===== src/rtl/alu_issue_pkg.sv =====
// alu_issue_pkg
//   Shared types for the ALU issue controller: the decoded ALU op encoding,
//   the ROB tag width and the queue entry struct moved between dispatch,
//   the issue queue and the FU.
//   Provides a default `DATA_WIDTH when the surrounding config has not set one.
//   Related build option: ALU_ISSUE_BYPASS_EN (used by alu_issue_ctrl).
`ifndef DATA_WIDTH
`define DATA_WIDTH 32
`endif

package alu_issue_pkg;

  localparam int ALU_ISSUE_TAG_WIDTH = 6;

  // ALU_NOP is the all-zero encoding driven to an idle FU.
  typedef enum logic [3:0] {
    ALU_NOP = 4'd0,
    ALU_ADD = 4'd1,
    ALU_SUB = 4'd2,
    ALU_AND = 4'd3,
    ALU_OR  = 4'd4,
    ALU_XOR = 4'd5,
    ALU_SLL = 4'd6,
    ALU_SRL = 4'd7,
    ALU_SLT = 4'd8
  } decoded_alu_op_t;

  typedef struct packed {
    decoded_alu_op_t                op;
    logic [`DATA_WIDTH-1:0]         src1;
    logic [`DATA_WIDTH-1:0]         src2;
    logic [ALU_ISSUE_TAG_WIDTH-1:0] tag;
  } alu_issue_entry_t;

endpackage


===== src/rtl/alu_issue_fifo.sv =====
// alu_issue_fifo
//   DEPTH-entry circular buffer of alu_issue_entry_t. The head entry is
//   presented combinationally; push writes at the write pointer, pop advances
//   the read pointer, flush empties the buffer in one cycle.
// Ports
//   clk, rst     clock, asynchronous active-high reset
//   flush        clear pointers and count next edge (wins over push/pop)
//   push         write wr_data at the tail
//   pop          retire the head entry
//   wr_data      entry to write
//   head         entry at the read pointer (undefined content when empty)
//   count        number of valid entries, 0..DEPTH
module alu_issue_fifo
  import alu_issue_pkg::*;
#(
  parameter int DEPTH = 4,
  localparam int PW = $clog2(DEPTH),
  localparam int CW = $clog2(DEPTH + 1)
) (
  input  logic             clk,
  input  logic             rst,
  input  logic             flush,
  input  logic             push,
  input  logic             pop,
  input  alu_issue_entry_t wr_data,
  output alu_issue_entry_t head,
  output logic [CW-1:0]    count
);

  alu_issue_entry_t mem [DEPTH];
  logic [PW-1:0]    wr_ptr;
  logic [PW-1:0]    rd_ptr;

  // Power-of-two depth lets the pointers wrap naturally.
  always_ff @(posedge clk or posedge rst) begin
    if (rst) begin
      wr_ptr <= '0;
      rd_ptr <= '0;
      count  <= '0;
    end else if (flush) begin
      wr_ptr <= '0;
      rd_ptr <= '0;
      count  <= '0;
    end else begin
      if (push) wr_ptr <= wr_ptr + 1'b1;
      if (pop)  rd_ptr <= rd_ptr + 1'b1;
      case ({push, pop})
        2'b10:   count <= count + 1'b1;
        2'b01:   count <= count - 1'b1;
        default: ;
      endcase
    end
  end

  // Payload storage needs no reset; count gates every use of it.
  always_ff @(posedge clk) begin
    if (push && !flush) mem[wr_ptr] <= wr_data;
  end

  assign head = mem[rd_ptr];

endmodule


===== src/rtl/alu_issue_ctrl.sv =====
// alu_issue_ctrl
//   Issue-side driver for the single-cycle ALU FU. Buffers decoded ops in an
//   alu_issue_fifo, issues one op per cycle to the FU, and presents the FU
//   result the cycle after issue to writeback with a valid/ready handshake.
//   Build option ALU_ISSUE_BYPASS_EN: with the queue empty, an accepted op
//   issues straight from the enqueue port in the same cycle.
// Ports
//   i_clk, i_rst                    clock, asynchronous active-high reset
//   i_flush                         drop queued and in-flight ops
//   i_enq_valid / o_enq_ready       dispatch handshake
//   i_enq_op/src1/src2/tag          op payload from dispatch
//   o_alu_enabled                   FU enable (FU latches operands this edge)
//   o_alu_op/src1/src2              FU operands, zero while not issuing
//   i_alu_dest                      FU result, valid the cycle after enable
//   o_wb_valid / i_wb_ready         writeback handshake
//   o_wb_data / o_wb_tag            result and its ROB tag
`ifndef DATA_WIDTH
`define DATA_WIDTH 32
`endif

module alu_issue_ctrl
  import alu_issue_pkg::*;
#(
  parameter int DEPTH     = 4,
  parameter int TAG_WIDTH = ALU_ISSUE_TAG_WIDTH
) (
  input  logic                   i_clk,
  input  logic                   i_rst,
  input  logic                   i_flush,
  input  logic                   i_enq_valid,
  output logic                   o_enq_ready,
  input  decoded_alu_op_t        i_enq_op,
  input  logic [`DATA_WIDTH-1:0] i_enq_src1,
  input  logic [`DATA_WIDTH-1:0] i_enq_src2,
  input  logic [TAG_WIDTH-1:0]   i_enq_tag,
  output logic                   o_alu_enabled,
  output decoded_alu_op_t        o_alu_op,
  output logic [`DATA_WIDTH-1:0] o_alu_src1,
  output logic [`DATA_WIDTH-1:0] o_alu_src2,
  input  logic [`DATA_WIDTH-1:0] i_alu_dest,
  output logic                   o_wb_valid,
  input  logic                   i_wb_ready,
  output logic [`DATA_WIDTH-1:0] o_wb_data,
  output logic [TAG_WIDTH-1:0]   o_wb_tag
);

  localparam int CW = $clog2(DEPTH + 1);
  localparam logic [CW-1:0] DEPTH_C = CW'(DEPTH);

  logic [CW-1:0]    count;
  alu_issue_entry_t head;
  alu_issue_entry_t enq_entry;
  alu_issue_entry_t issue_entry;
  logic             enq_fire;
  logic             wb_free;
  logic             issue_q;
  logic             bypass;
  logic             issue;
  logic             push;
  logic             pop;
  logic             wb_pending;
  logic [TAG_WIDTH-1:0] wb_tag;

  // The struct tag field follows the package width; TAG_WIDTH must match it.
  assign enq_entry = '{op: i_enq_op, src1: i_enq_src1, src2: i_enq_src2, tag: i_enq_tag};

  // Ready is a pure function of state: no pass-through when full, and held
  // low during reset so every output reads zero while i_rst is asserted.
  assign o_enq_ready = ~i_rst & ~i_flush & (count < DEPTH_C);
  assign enq_fire    = i_enq_valid & o_enq_ready;

  // The result slot is free when empty or being drained this cycle.
  assign wb_free = ~wb_pending | i_wb_ready;
  assign issue_q = (count != '0) & wb_free & ~i_flush;

`ifdef ALU_ISSUE_BYPASS_EN
  // enq_fire already excludes flush and reset.
  assign bypass = enq_fire & (count == '0) & wb_free;
`else
  assign bypass = 1'b0;
`endif

  assign issue       = issue_q | bypass;
  assign push        = enq_fire & ~bypass;
  assign pop         = issue_q;
  assign issue_entry = bypass ? enq_entry : head;

  alu_issue_fifo #(
    .DEPTH (DEPTH)
  ) u_fifo (
    .clk     (i_clk),
    .rst     (i_rst),
    .flush   (i_flush),
    .push    (push),
    .pop     (pop),
    .wr_data (enq_entry),
    .head    (head),
    .count   (count)
  );

  always_ff @(posedge i_clk or posedge i_rst) begin
    if (i_rst) begin
      wb_pending <= 1'b0;
      wb_tag     <= '0;
    end else if (i_flush) begin
      wb_pending <= 1'b0;
    end else if (issue) begin
      wb_pending <= 1'b1;
      wb_tag     <= issue_entry.tag;
    end else begin
      wb_pending <= wb_pending & ~i_wb_ready;
    end
  end

  // Idle FU sees all-zero operands so its inputs do not toggle.
  assign o_alu_enabled = issue;
  assign o_alu_op      = issue ? issue_entry.op   : ALU_NOP;
  assign o_alu_src1    = issue ? issue_entry.src1 : '0;
  assign o_alu_src2    = issue ? issue_entry.src2 : '0;

  assign o_wb_valid = wb_pending;
  assign o_wb_tag   = wb_tag;
  assign o_wb_data  = i_rst ? '0 : i_alu_dest;

endmodule

===== config.mk =====
export PLATFORM = sky130hd
export DESIGN_NAME = alu_issue_ctrl
export DESIGN_NICKNAME = d
export VERILOG_FILES = /design/src/rtl/alu_issue_pkg.sv /design/src/rtl/alu_issue_fifo.sv /design/src/rtl/alu_issue_ctrl.sv
export SDC_FILE = /design/constraint.sdc
export NUM_CORES = 1
export LEC_CHECK = 0
export ABC_AREA = 1
export CAP_MARGIN = 5
export CORE_MARGIN = 1.5
export CORE_UTILIZATION = 25
export CTS_CLUSTER_SIZE = 16
export DETAILED_ROUTE_END_ITERATION = 8
export PLACE_DENSITY_LB_ADDON = 0.15
export SYNTH_ARGS = -nofsm -noshare
export SYNTH_HDL_FRONTEND = slang
export SYNTH_HIERARCHICAL = 1
export SYNTH_SLANG_ARGS = --single-unit

===== constraint.sdc =====
create_clock -name i_clk -period 7.3 [get_ports i_clk]
set_input_delay 1.46 -clock i_clk [delete_from_list [all_inputs] [get_ports i_clk]]
set_output_delay 1.46 -clock i_clk [all_outputs]
set_load 0.02 [all_outputs]

Word level (Yosys, flattened, before mapping)
Memory sizes are Yosys's and may differ from the RTL's.
Index checks and enable logic that the tools add are counted.
Word-level totals
  bits in latches: 0
  logic and storage cells: 45
  memory bits (read-only): 0
  memories kept: 1
  bits in writable memories: 296
  input bits: 111
  register bits: 14
Memories
  u_fifo.mem: words 4, width 74, rd ports 1, clocked after Yosys merged registers in 0, wr ports 1, RTL line alu_issue_fifo.sv:30  | alu_issue_entry_t mem [DEPTH];
Operators by class
  reduce and logical (&&, ||, !) cells: 7
  equal/unequal tests: 2
  shift operators: 0
  div/mod/pow operators: 0
  $lt $le $gt $ge: 1
  add/subtract/negate cells: 4
  mux-type cells: 14
  $mul: 0
  bitwise operators: 11
Operators with widths (count)
  32-bit 2-to-1 mux: 3
  2-bit 2-to-1 mux: 4
  1-bit AND: 6
  3-bit one-hot mux with 2 select lines: 1
  3-bit nonzero test: 2
  2-bit by 1-bit adder with 2-bit output, second input constant: 2
  1-bit 2-to-1 mux: 4
  4-bit 2-to-1 mux: 1
  1-bit inverter: 4
  2-bit nonzero test: 2
  3-bit by 1-bit adder with 3-bit output, second input constant: 1
  3-bit < comparator, second input constant: 1
  3-bit 2-to-1 mux: 1
  3-bit by 1-bit subtractor with 3-bit output, second input constant: 1
  2-bit by 1-bit == test with 1-bit output, second input constant: 1
  2-bit == test, second input constant: 1
  2-bit AND reduction: 1
  1-bit logical AND: 1
  1-bit logical NOT: 1
  1-bit bitwise OR: 1

Longest topological paths before layout
Gate-level depths: netlist of run 1.
  word-level depth: 7
  mapped depth: 16
  depth with buffers taken out: 14

By module
Netlist of run 1, hierarchy kept.
By module, submodules not included
  alu_issue_fifo: times used 1, area an instance 11718.7 um^2, seq. area each 9063.7 um^2, cells an instance 775
  alu_issue_ctrl: times used 1, area an instance 1582.8 um^2, seq. area each 175.2 um^2, cells an instance 251

Worst setup path after synthesis of run 1
OpenSTA, ideal clock, no wires.
  path type: input to register
  from: input port i_rst
  to: memory u_fifo/mem[0][0] (netlist bit) (enable)
  setup time: 0.507 ns
  path buffers: 1
  cell stages on the path: 5
  arrival: 5.692 ns
  path slack: 1.102 ns
  cell sequence: clkbuf_1 nor3_1 and2_1 nand2_1 nor2_1
Between the ends
  longest elaborated chain between the ends: 7
RTL lines
  start: declaration: RTL line alu_issue_ctrl.sv:28  | input logic i_rst,
  1-bit inverter: RTL line alu_issue_ctrl.sv:69  | assign o_enq_ready = ~i_rst & ~i_flush & (count < DEPTH_C);
  1-bit AND (2 in a row): RTL line alu_issue_ctrl.sv:69
  net o_enq_ready: RTL line alu_issue_ctrl.sv:31  | output logic o_enq_ready,
  1-bit AND: RTL line alu_issue_ctrl.sv:70  | assign enq_fire = i_enq_valid & o_enq_ready;
  net enq_fire: RTL line alu_issue_ctrl.sv:54  | logic enq_fire;
  1-bit logical AND: RTL line alu_issue_fifo.sv:57  | if (push && !flush) mem[wr_ptr] <= wr_data;
  1-bit 2-to-1 mux: RTL line alu_issue_fifo.sv:57
  1-bit 2-to-1 mux (not written as such): RTL line alu_issue_fifo.sv:57
  end: declaration: RTL line alu_issue_fifo.sv:30
The timed path passes the listed nets, and every way through them passes these cells.

Worst setup path after layout of run 1
  from: input port i_flush
  to: output port o_alu_src2[25]
Between the ends
  longest elaborated chain between the ends: 3
RTL lines
  start: declaration: RTL line alu_issue_ctrl.sv:29  | input logic i_flush,
  1-bit inverter (no line)
  1-bit AND: RTL line alu_issue_ctrl.sv:74  | assign issue_q = (count != '0) & wb_free & ~i_flush;
  32-bit 2-to-1 mux: RTL line alu_issue_ctrl.sv:119  | assign o_alu_src2 = issue ? issue_entry.src2 : '0;
  end: declaration: RTL line alu_issue_ctrl.sv:39  | output logic [`DATA_WIDTH-1:0] o_alu_src2,
Every way passes these cells.

==> results of run 1 <==
metal layers:
metal | global-route usage | routed length (um) | share of wire | vias up
li1 | - | - | - | 3985
met1 | 0.1524 | 14860 | 0.45 | 4028
met2 | 0.2078 | 16260 | 0.49 | 182
met3 | 0.02112 | 1485 | 0.044 | 51
met4 | 0.04427 | 755 | 0.023 | 2
met5 | 0 | 19 | 0.00057 | -
final timing paths:
| kind | startpoint | endpoint | depth (start not counted) |
|---|---|---|---|
| worst max-delay path | i_flush | o_alu_src2[25] | 6 |
| worst min-delay path | o_wb_tag[4]$_DFFE_PP0P_ | o_wb_tag[4]$_DFFE_PP0P_ | 2 |
| worst max register to register | u_fifo/count[2]$_DFFE_PP0P_ | u_fifo/mem[2][36]$_DFFE_PP_ | 5 |
| worst min register to register | o_wb_tag[4]$_DFFE_PP0P_ | o_wb_tag[4]$_DFFE_PP0P_ | 2 |
| max in group asynchronous | i_rst | u_fifo/rd_ptr[0]$_DFFE_PP0P_ | 2 |
| min in group asynchronous | i_rst | o_wb_tag[5]$_DFFE_PP0P_ | 2 |
registers in the layout, indices dropped and copies added (netlist names):
name	count
u_fifo/mem	296
o_wb_tag	6
u_fifo/count	3
u_fifo/rd_ptr	2
u_fifo/wr_ptr	2
o_wb_valid	1
kinds of logic (layout without fill, tap and decap cells):
kind of cell / after synthesis / count (layout) / share of synthesized area
buffers and inverters: 182 / 423 / 0.06951
AND/OR/NAND/NOR: 299 / 299 / 0.1246
adder cells (fa/ha/maj): 5 / 5 / 0.005268
AO/OA/AOI/OAI: 230 / 230 / 0.1060
flip-flops: 310 / 310 / 0.6946
cell usage after synthesis, types with 2 or more instances:
cell type,n,area [sq um]
o22ai_1,53,331.6
o21ai_0,113,565.5
a21oi_1,2,10.01
ha_1,4,50.05
inv_1,118,442.9
buf_12,8,160.2
buf_4,3,22.52
edfxtp_1,296,8889
dfrtp_1,14,350.3
inv_2,3,11.26
nor2_4,68,765.7
nand2_1,31,116.4
o21ai_1,33,165.2
clkbuf_1,26,97.59
buf_6,11,123.9
o21ai_2,5,43.79
buf_2,12,60.06
o22ai_2,21,262.8
nor2_1,185,694.4
nand2_2,2,12.51
nand3_1,9,45.04
nor2_2,2,12.51
worst register-to-register path, cell delays in order, from the launching register on:
cell	delay, ns
dfrtp_1	0.42
nor3_1	0.21
and2_1	0.32
nand2_1	0.29
nor2_4	0.83
buf_4	0.55
power groups by stage:
| stage | clock, W | sequential, W | combinational [W] |
|---|---|---|---|
| after floorplan | 0 | 0.00205 | 0.000398 |
| after global placement | 0 | 0.00204 | 0.000664 |
| after CTS | 0.00172 | 0.00200 | 0.000667 |
| final | 0.00165 | 0.00200 | 0.000650 |
| after detailed placement | 0 | 0.00204 | 0.000665 |
| after global routing | 0.00178 | 0.00201 | 0.000714 |
layout make-up:
cell class	instances	area, sq um
inverters	122	462.9
repair buffers	238	2372
multi-input cells	534	3182
clock buffers	45	955.9
flip-flops and latches	310	9244
well taps	688	860.8
clock inverters	18	108.9
fillers	5248	35360
through the flow:
stage	power [W]	cells
2_1_floorplan	0.002450	1026
3_3_place_gp	0.002701	1892
3_5_place_dp	0.002704	1892
4_1_cts	0.004389	1955
5_1_grt	0.004497	1955
6_report	0.004296	1955
==> results.json, run 1 <==
{
  "die_w_um": 233.7,
  "final_common_cell": "edfxtp_1",
  "status": "completed",
  "cp.buffers_inverters": 3,
  "gp_congestion": 0.6820,
  "endpoint_kind": "output port",
  "cpPeakStageDelay_ns": 0.61,
  "cp_top_family": "buffers and inverters",
  "syn_inst": 1026,
  "rrSetupSlack_ns": 4.27,
  "dp_hpwl_um": 19320,
  "hold_violations": 0,
  "startpoint_type": "input port",
  "fin_crit_ns": 5.561,
  "yosys_most_used_dff": "edfxtp_1",
  "clock_path_buffers": 3,
  "die_h_um": 233.7,
  "setup_slack_ns": 1.739,
  "clkSinkCount": 310,
  "fp.dieArea_sq_mm": 0.05460,
  "pwr-share-seq": 0.466,
  "core_sq_mm": 0.05255,
  "ys_async_sr_fraction": 0.04516,
  "place_ws_ns": 1.680,
  "track_usage": 0.1213,
  "power.leakage_nw": 5.975,
  "power.switching_w": 0.001101,
  "synth_seq_area_share": 0.6946,
  "routed_wl_um": 33380,
  "syn_area_per_cell_sq_um": 12.96,
  "combPwrFrac": 0.151,
  "worst_slew_pin_slew_ns": 1.157,
  "cp.arrival_ns": 4.10,
  "rows": 84,
  "slew_violations": 0,
  "worstPathCellList": "clkdlybuf4s50_1, a21oi_4, nand2_8, buf_4, nor2_4, clkdlybuf4s50_1",
  "required_ns": 5.84,
  "final_cell_mix": "edfxtp_1 (296), clkdlybuf4s50_1 (219), nor2_1 (181)",
  "synth_edf_count": 296,
  "cpMaxStageDelayCell": "clkdlybuf4s50_1",
  "drtIter0Drc": 313,
  "clock_latency_ns": 0.53,
  "area_growth_pct": 29.21,
  "io_buffers": 219,
  "cts_hold_buf": 0,
  "post_cts_buffers": 0,
  "postCtsResizedCells": 0,
  "place_area_sq_mm": 0.01612,
  "nets": 1359,
  "cts_tree": "done",
  "setup_viol": 0,
  "fin_setup_tns_ns": 0,
  "drive_above_1_share": 0.1358,
  "drc": 0,
  "netlist_area_sq_mm": 0.01330,
  "hold_class": "flop to flop",
  "clkPwrFrac": 0.383,
  "fin_area_sq_mm": 0.01719,
  "grt_max_degree": 89,
  "clockRootBuffer": "clkbuf_16",
  "antenna_found_initial": 1,
  "avgViaCountPerCell": 4.219,
  "peakVddDrop_v": 0.0001296,
  "crit_top_cell": "clkdlybuf4s50_1",
  "cts_inserted_buffers": 37,
  "wire_per_inst_um": 17.07,
  "drv_cap": 0,
  "fin_worst_skew_ns": 0.01437,
  "clk_pin_slew_ns": 0.05,
  "synth_cell_types": 29,
  "diodes": 0,
  "grt_pass1_vias": 8070,
  "grt_first_pass_wirelength_um": 49490,
  "grt.overflow.total": 0,
  "whs_ns": 0.4684,
  "syn_nets": 1142,
  "dr.pass1.iters": 4,
  "ios": 220,
  "slew_headroom": 0.2261,
  "min_period_over_period": 0.7617,
  "rsz0062_at_grt": "false",
  "powerDensity_mw_per_mm2": 249.9,
  "num_vias": 8248,
  "p_sw_frac": 0.2562,
  "final_util": 0.3270,
  "ys_ff_latch": 310,
  "initial_core_util": 0.2531,
  "ant_nets": 0,
  "yosys_warnings": 6,
  "internal-power_w": 0.003195,
  "cts_max_level": 2,
  "crit_path_max_fanout": 71,
  "path_class": "input port to output port",
  "fmax_mhz": 179.8
}
Power figures use the tool's default switching activity.
==> run 2, diff against run 1 <==
==> constraint.sdc (replaced) <==
create_clock -name i_clk -period 4.96 [get_ports i_clk]
set_input_delay 0.992 -clock i_clk [delete_from_list [all_inputs] [get_ports i_clk]]
set_output_delay 0.992 -clock i_clk [all_outputs]
set_load 0.02 [all_outputs]
==> run 2 against run 1 <==
Compared with the run above:
- first-iteration DRC count grew 17%
- non-clock buffer count grew 2
- routed wire length shrank 1.5%
- clock skew is essentially flat
==> results.json, run 2 (synthesized netlist as in run 1, its figures left out) <==
{
  "status": "completed",
  "slew_headroom": 0.3055,
  "largest_register_ffs": 296,
  "grt_first_pass_wirelength_um": 49150,
  "startpoint_type": "input port",
  "clk_pin_slew_ns": 0.06,
  "final_util": 0.3275,
  "dr.pass1.iters": 4,
  "gp_congestion": 0.6790,
  "ios": 220,
  "rrSetupSlack_ns": 2.29,
  "path_class": "input port to output port",
  "regArea_sq_mm": 0.009244,
  "fillers": 5220,
  "hold_depth": 2,
  "post_cts_buffers": 0,
  "drtIter0Drc": 365,
  "avgViaCountPerCell": 4.211,
  "hp-start": "o_wb_tag[4]$_DFFE_PP0P_",
  "cp-startpoint": "i_flush",
  "postCtsResizedCells": 0,
  "top_register": "u_fifo/mem",
  "fp.dieArea_sq_mm": 0.05460,
  "nets": 1361,
  "dp.cells": 1894,
  "worst_r2r_startpoint": "u_fifo/count[0]$_DFFE_PP0P_",
  "final_cell_mix": "edfxtp_1 (296), clkdlybuf4s50_1 (219), nor2_1 (181)",
  "setup_viol": 0,
  "cts_inserted_buffers": 37,
  "ant_nets": 0,
  "grt_pass1_vias": 8203,
  "clock_latency_ns": 0.53,
  "power.leakage_nw": 6.014,
  "num_vias": 8250,
  "grt.overflow.total": 0,
  "dp_hpwl_um": 19080,
  "powerDensity_mw_per_mm2": 368.5,
  "peakVddDrop_v": 0.0001804,
  "drive_above_1_share": 0.1400,
  "core_sq_mm": 0.05255,
  "slew_violations": 0,
  "worst_slew_pin_slew_ns": 1.042,
  "drv_cap": 0,
  "min_to": "o_wb_tag[4]$_DFFE_PP0P_",
  "wire_per_inst_um": 16.79,
  "rsz0062_at_grt": "false",
  "die_h_um": 233.7,
  "track_usage": 0.1195,
  "endpoint_kind": "output port",
  "crit_path_max_fanout": 39,
  "multiInputGateArea_sq_mm": 0.003182,
  "die_w_um": 233.7,
  "drc": 0,
  "area_growth_pct": 29.40,
  "clkSinkCount": 310,
  "cp.arrival_ns": 3.34,
  "hold_violations": 0,
  "clockRootBuffer": "clkbuf_16",
  "rr_endpoint": "u_fifo/count[2]$_DFFE_PP0P_",
  "rr_worst_depth": 14,
  "rows": 84,
  "io_buffers": 219,
  "fmax_mhz": 230.6,
  "cts_max_level": 2,
  "initial_core_util": 0.2531,
  "cts_tree": "done",
  "fin_worst_skew_ns": 0.01409,
  "required_ns": 3.97,
  "finalNonFillerCells": 1959,
  "clock_path_buffers": 3,
  "final_common_cell": "edfxtp_1",
  "grt_max_degree": 96,
  "min_period_over_period": 0.8743,
  "antenna_found_initial": 2,
  "diodes": 0,
  "fin_crit_ns": 4.336,
  "hold_class": "flop to flop",
  "routed_wl_um": 32890,
  "cts_hold_buf": 0
}
-- run 2: routing by layer --
layer / global-route usage / wire length, um / share of wire / up-vias
li1: - / - / - / 3992
met1: 0.1501 / 14490 / 0.44 / 4033
met3: 0.02844 / 1732 / 0.053 / 36
met5: 0 / 13 / 0.00040 / -
met2: 0.2039 / 16160 / 0.49 / 187
met4: 0.03345 / 503 / 0.015 / 2
-- run 2: worst max path at each step --
stage                                       endpoint  slack, ns  cells past startpoint
final                                 o_alu_src1[31]       0.62                      6
after floorplan           u_fifo/mem[0][0]$_DFFE_PP_      -0.77                      5
after global placement                 o_alu_src1[4]       0.67                      6
after detailed placement              o_alu_src1[31]       0.60                      6
after CTS                             o_alu_src1[31]       0.58                      6
after global routing                   o_alu_src2[9]       0.45                      7
-- run 2: area by class of cell --
cell class / instances / area share
clock buffer: 46 / 0.05575
multi-input combinational: 534 / 0.1849
tap: 688 / 0.05001
timing repair buffer: 240 / 0.1387
sequential: 310 / 0.5370
inverter: 122 / 0.02690
clock inverter: 19 / 0.006760
-- run 2: critical path, stage by stage --
cell	delay [ns]
clkdlybuf4s50_1	0.64
a21oi_4	0.11
nand2_8	0.07
buf_4	0.72
nor2_1	0.10
clkdlybuf4s50_1	0.58
-- run 2: through the flow --
step | setup slack [ns] | TNS [ns] | hold slack [ns] | total power [W] | area (sq um)
2_1_floorplan | -0.7703 | -228.01 | 0.5020 | 0.003606 | 13300
3_3_place_gp | 0.6712 | 0 | 0.4633 | 0.003985 | 16140
3_5_place_dp | 0.6022 | 0 | 0.4621 | 0.003985 | 16140
4_1_cts | 0.5813 | 0 | 0.4774 | 0.006474 | 17210
5_1_grt | 0.4509 | 0 | 0.4843 | 0.006636 | 17210
6_report | 0.6236 | 0 | 0.4672 | 0.006343 | 17210
-- run 2: power breakdown --
part | switching, W | total, W | internal, W
clock network | 0.00101 | 0.00244 | 0.00142
logic | 0.000567 | 0.000948 | 0.000381
registers | 0.0000454 | 0.00296 | 0.00291
==> run 3, diff against run 2 <==
--- a/config.mk
+++ b/config.mk
@@ -6,9 +6,10 @@
 export NUM_CORES = 1
 export LEC_CHECK = 0
 export ABC_AREA = 1
-export CAP_MARGIN = 5
+export CAP_MARGIN = 10
 export CORE_MARGIN = 1.5
 export CORE_UTILIZATION = 25
+export CTS_BUF_LIST = sky130_fd_sc_hd__clkbuf_2 sky130_fd_sc_hd__clkbuf_4 sky130_fd_sc_hd__clkbuf_8
 export CTS_CLUSTER_SIZE = 16
 export DETAILED_ROUTE_END_ITERATION = 8
 export PLACE_DENSITY_LB_ADDON = 0.15
==> run 3 against run 2 <==
Compared with the run above:
- global-route usage up 0.056 points
- first-iteration DRC count increased by 2.5%
- clock power is 8% lower
- routed wire length grew 0.82%
- largest power group unchanged
- core utilization fell by 0.057 points
- via count is 1.0% higher
- worst hold slack got worse by 0.0011 ns
- combinational power barely moved
==> results.json, run 3 (synthesized netlist as in run 1, its figures left out) <==
{
  "status": "completed",
  "startpoint_type": "flop",
  "required_ns": 3.97,
  "postCtsResizedCells": 0,
  "clkSinkCount": 310,
  "finalNonFillerCells": 1992,
  "hold_violations": 0,
  "drtIter0Drc": 374,
  "rsz0062_at_grt": "false",
  "avgViaCountPerCell": 4.183,
  "cp.arrival_ns": 3.36,
  "whs_ns": 0.4661,
  "cts_max_level": 2,
  "min_period_over_period": 0.8770,
  "cp_top_family": "buffers and inverters",
  "grt.overflow.total": 0,
  "fin_setup_tns_ns": 0,
  "slew_headroom": 0.3041,
  "ant_nets": 0,
  "final_common_cell": "edfxtp_1",
  "dr.pass1.iters": 4,
  "peakVddDrop_v": 0.0001678,
  "drc": 0,
  "die_h_um": 233.7,
  "drv_cap": 0,
  "fin_worst_skew_ns": 0.02296,
  "clock_latency_ns": 0.62,
  "hold_depth": 2,
  "antenna_found_initial": 2,
  "gp_congestion": 0.6790,
  "cp.buffers_inverters": 4,
  "io_buffers": 219,
  "p_sw_frac": 0.2646,
  "cpPeakStageDelay_ns": 0.72,
  "clockRootBuffer": "clkbuf_8",
  "power.switching_w": 0.001630,
  "hold_class": "flop to flop",
  "initial_core_util": 0.2531,
  "cts_tree": "done",
  "top_register": "u_fifo/mem",
  "worstPathCellList": "inv_6, buf_12, o21ai_0, o22ai_1, inv_1, nor2_4, clkdlybuf4s50_1",
  "rows": 84,
  "dp.cells": 1894,
  "worst_slew_pin_slew_ns": 1.044,
  "clock_path_buffers": 3,
  "path_class": "flop to output port",
  "final_cell_mix": "edfxtp_1 (296), clkdlybuf4s50_1 (219), nor2_1 (181)",
  "wire_per_inst_um": 16.65,
  "routed_wl_um": 33160,
  "die_w_um": 233.7,
  "track_usage": 0.1201,
  "num_vias": 8333,
  "internal-power_w": 0.004529,
  "post_cts_buffers": 0,
  "core_sq_mm": 0.05255,
  "rrSetupSlack_ns": 2.29,
  "nets": 1378,
  "grt_pass1_vias": 8415,
  "fin_crit_ns": 4.350,
  "cpMaxStageDelayCell": "dfrtp_4",
  "area_growth_pct": 29.18,
  "setup_viol": 0,
  "min_to": "o_wb_tag[4]$_DFFE_PP0P_",
  "dp_hpwl_um": 19080,
  "hp-start": "o_wb_tag[4]$_DFFE_PP0P_",
  "drive_above_1_share": 0.1651,
  "largest_register_ffs": 296,
  "regArea_sq_mm": 0.009244,
  "endpoint_kind": "output port",
  "rr_endpoint": "u_fifo/count[2]$_DFFE_PP0P_",
  "grt_first_pass_wirelength_um": 49640,
  "pwr-share-seq": 0.480,
  "fmax_mhz": 229.9,
  "combPwrFrac": 0.154,
  "multiInputGateArea_sq_mm": 0.003182,
  "grt_max_degree": 96,
  "crit_path_max_fanout": 56,
  "cts_inserted_buffers": 54,
  "fp.dieArea_sq_mm": 0.05460,
  "fillers": 5260,
  "clk_pin_slew_ns": 0.06,
  "ios": 220,
  "p_total_w": 0.006160,
  "power.leakage_nw": 6.040,
  "powerDensity_mw_per_mm2": 358.5,
  "slew_violations": 0,
  "worst_r2r_startpoint": "u_fifo/count[1]$_DFFE_PP0P_",
  "rr_worst_depth": 14,
  "cts_hold_buf": 0,
  "clkPwrFrac": 0.366
}
[run 3: cell count changes in the layout (fill, tap and decap cells not counted)]
cell and change:
bufinv_16 -1, clkbuf_16 -37, clkbuf_8 +61, clkinv_1 +3, diode_2 +2, clkbuf_1 -9
inv_8 -1, clkbuf_4 +16, clkinv_2 -1
[run 3: tightest hold or removal path, delay by kind of cell, from the launching register on]
kind	cells	cell delay [ns]
DFF	1	0.34
and+or+nand+nor	2	0.09
[run 3: final cells by class]
type / instances / share of cell area
repair buffers: 240 / 0.1389
clock buffers: 77 / 0.05585
flip-flops and latches: 310 / 0.5380
inverters: 122 / 0.02694
diodes: 2 / 0.0002913
multi-input cells: 534 / 0.1852
well taps: 688 / 0.05010
clock inverters: 19 / 0.004733
[run 3: routing by layer]
layer  routed length, um  up-vias  global-route usage
li1                    -     4039                   -
met1               14510     4047              0.1491
met2               16090      191              0.2036
met3                1903       54             0.03076
met4                 645        2             0.03706
met5                  13        -                   0
[run 3: power by group through the flow]
stage          logic [W]  clock network, W  registers (W)
2_1_floorplan   0.000586                 0        0.00302
3_3_place_gp    0.000971                 0        0.00301
3_5_place_dp    0.000970                 0        0.00302
4_1_cts         0.000973           0.00235        0.00296
5_1_grt          0.00104           0.00245        0.00297
6_report        0.000948           0.00225        0.00296
[run 3: through the flow]
stage / setup WS, ns / cell area [sq um] / utilization
floorplan: -0.7703 / 13300 / -
global placement: 0.6712 / 16140 / 0.3071
detailed placement: 0.6022 / 16140 / 0.3071
CTS: 0.5053 / 17180 / 0.3269
global route: 0.3502 / 17180 / 0.3269
finish: 0.6099 / 17180 / 0.3270
[run 3: worst max-delay path by stage]
| stage | slack (ns) | end | cells past startpoint | start |
|---|---|---|---|---|
| 6_report | 0.61 | o_alu_src2[25] | 7 | u_fifo/rd_ptr[0]$_DFFE_PP0P_ |
| 2_1_floorplan | -0.77 | u_fifo/mem[0][0]$_DFFE_PP_ | 5 | i_rst |
| 3_3_place_gp | 0.67 | o_alu_src1[4] | 6 | i_flush |
| 4_1_cts | 0.51 | o_alu_src2[2] | 7 | u_fifo/rd_ptr[0]$_DFFE_PP0P_ |
| 3_5_place_dp | 0.60 | o_alu_src1[31] | 6 | i_flush |
| 5_1_grt | 0.35 | o_alu_src2[9] | 7 | u_fifo/rd_ptr[0]$_DFFE_PP0P_ |
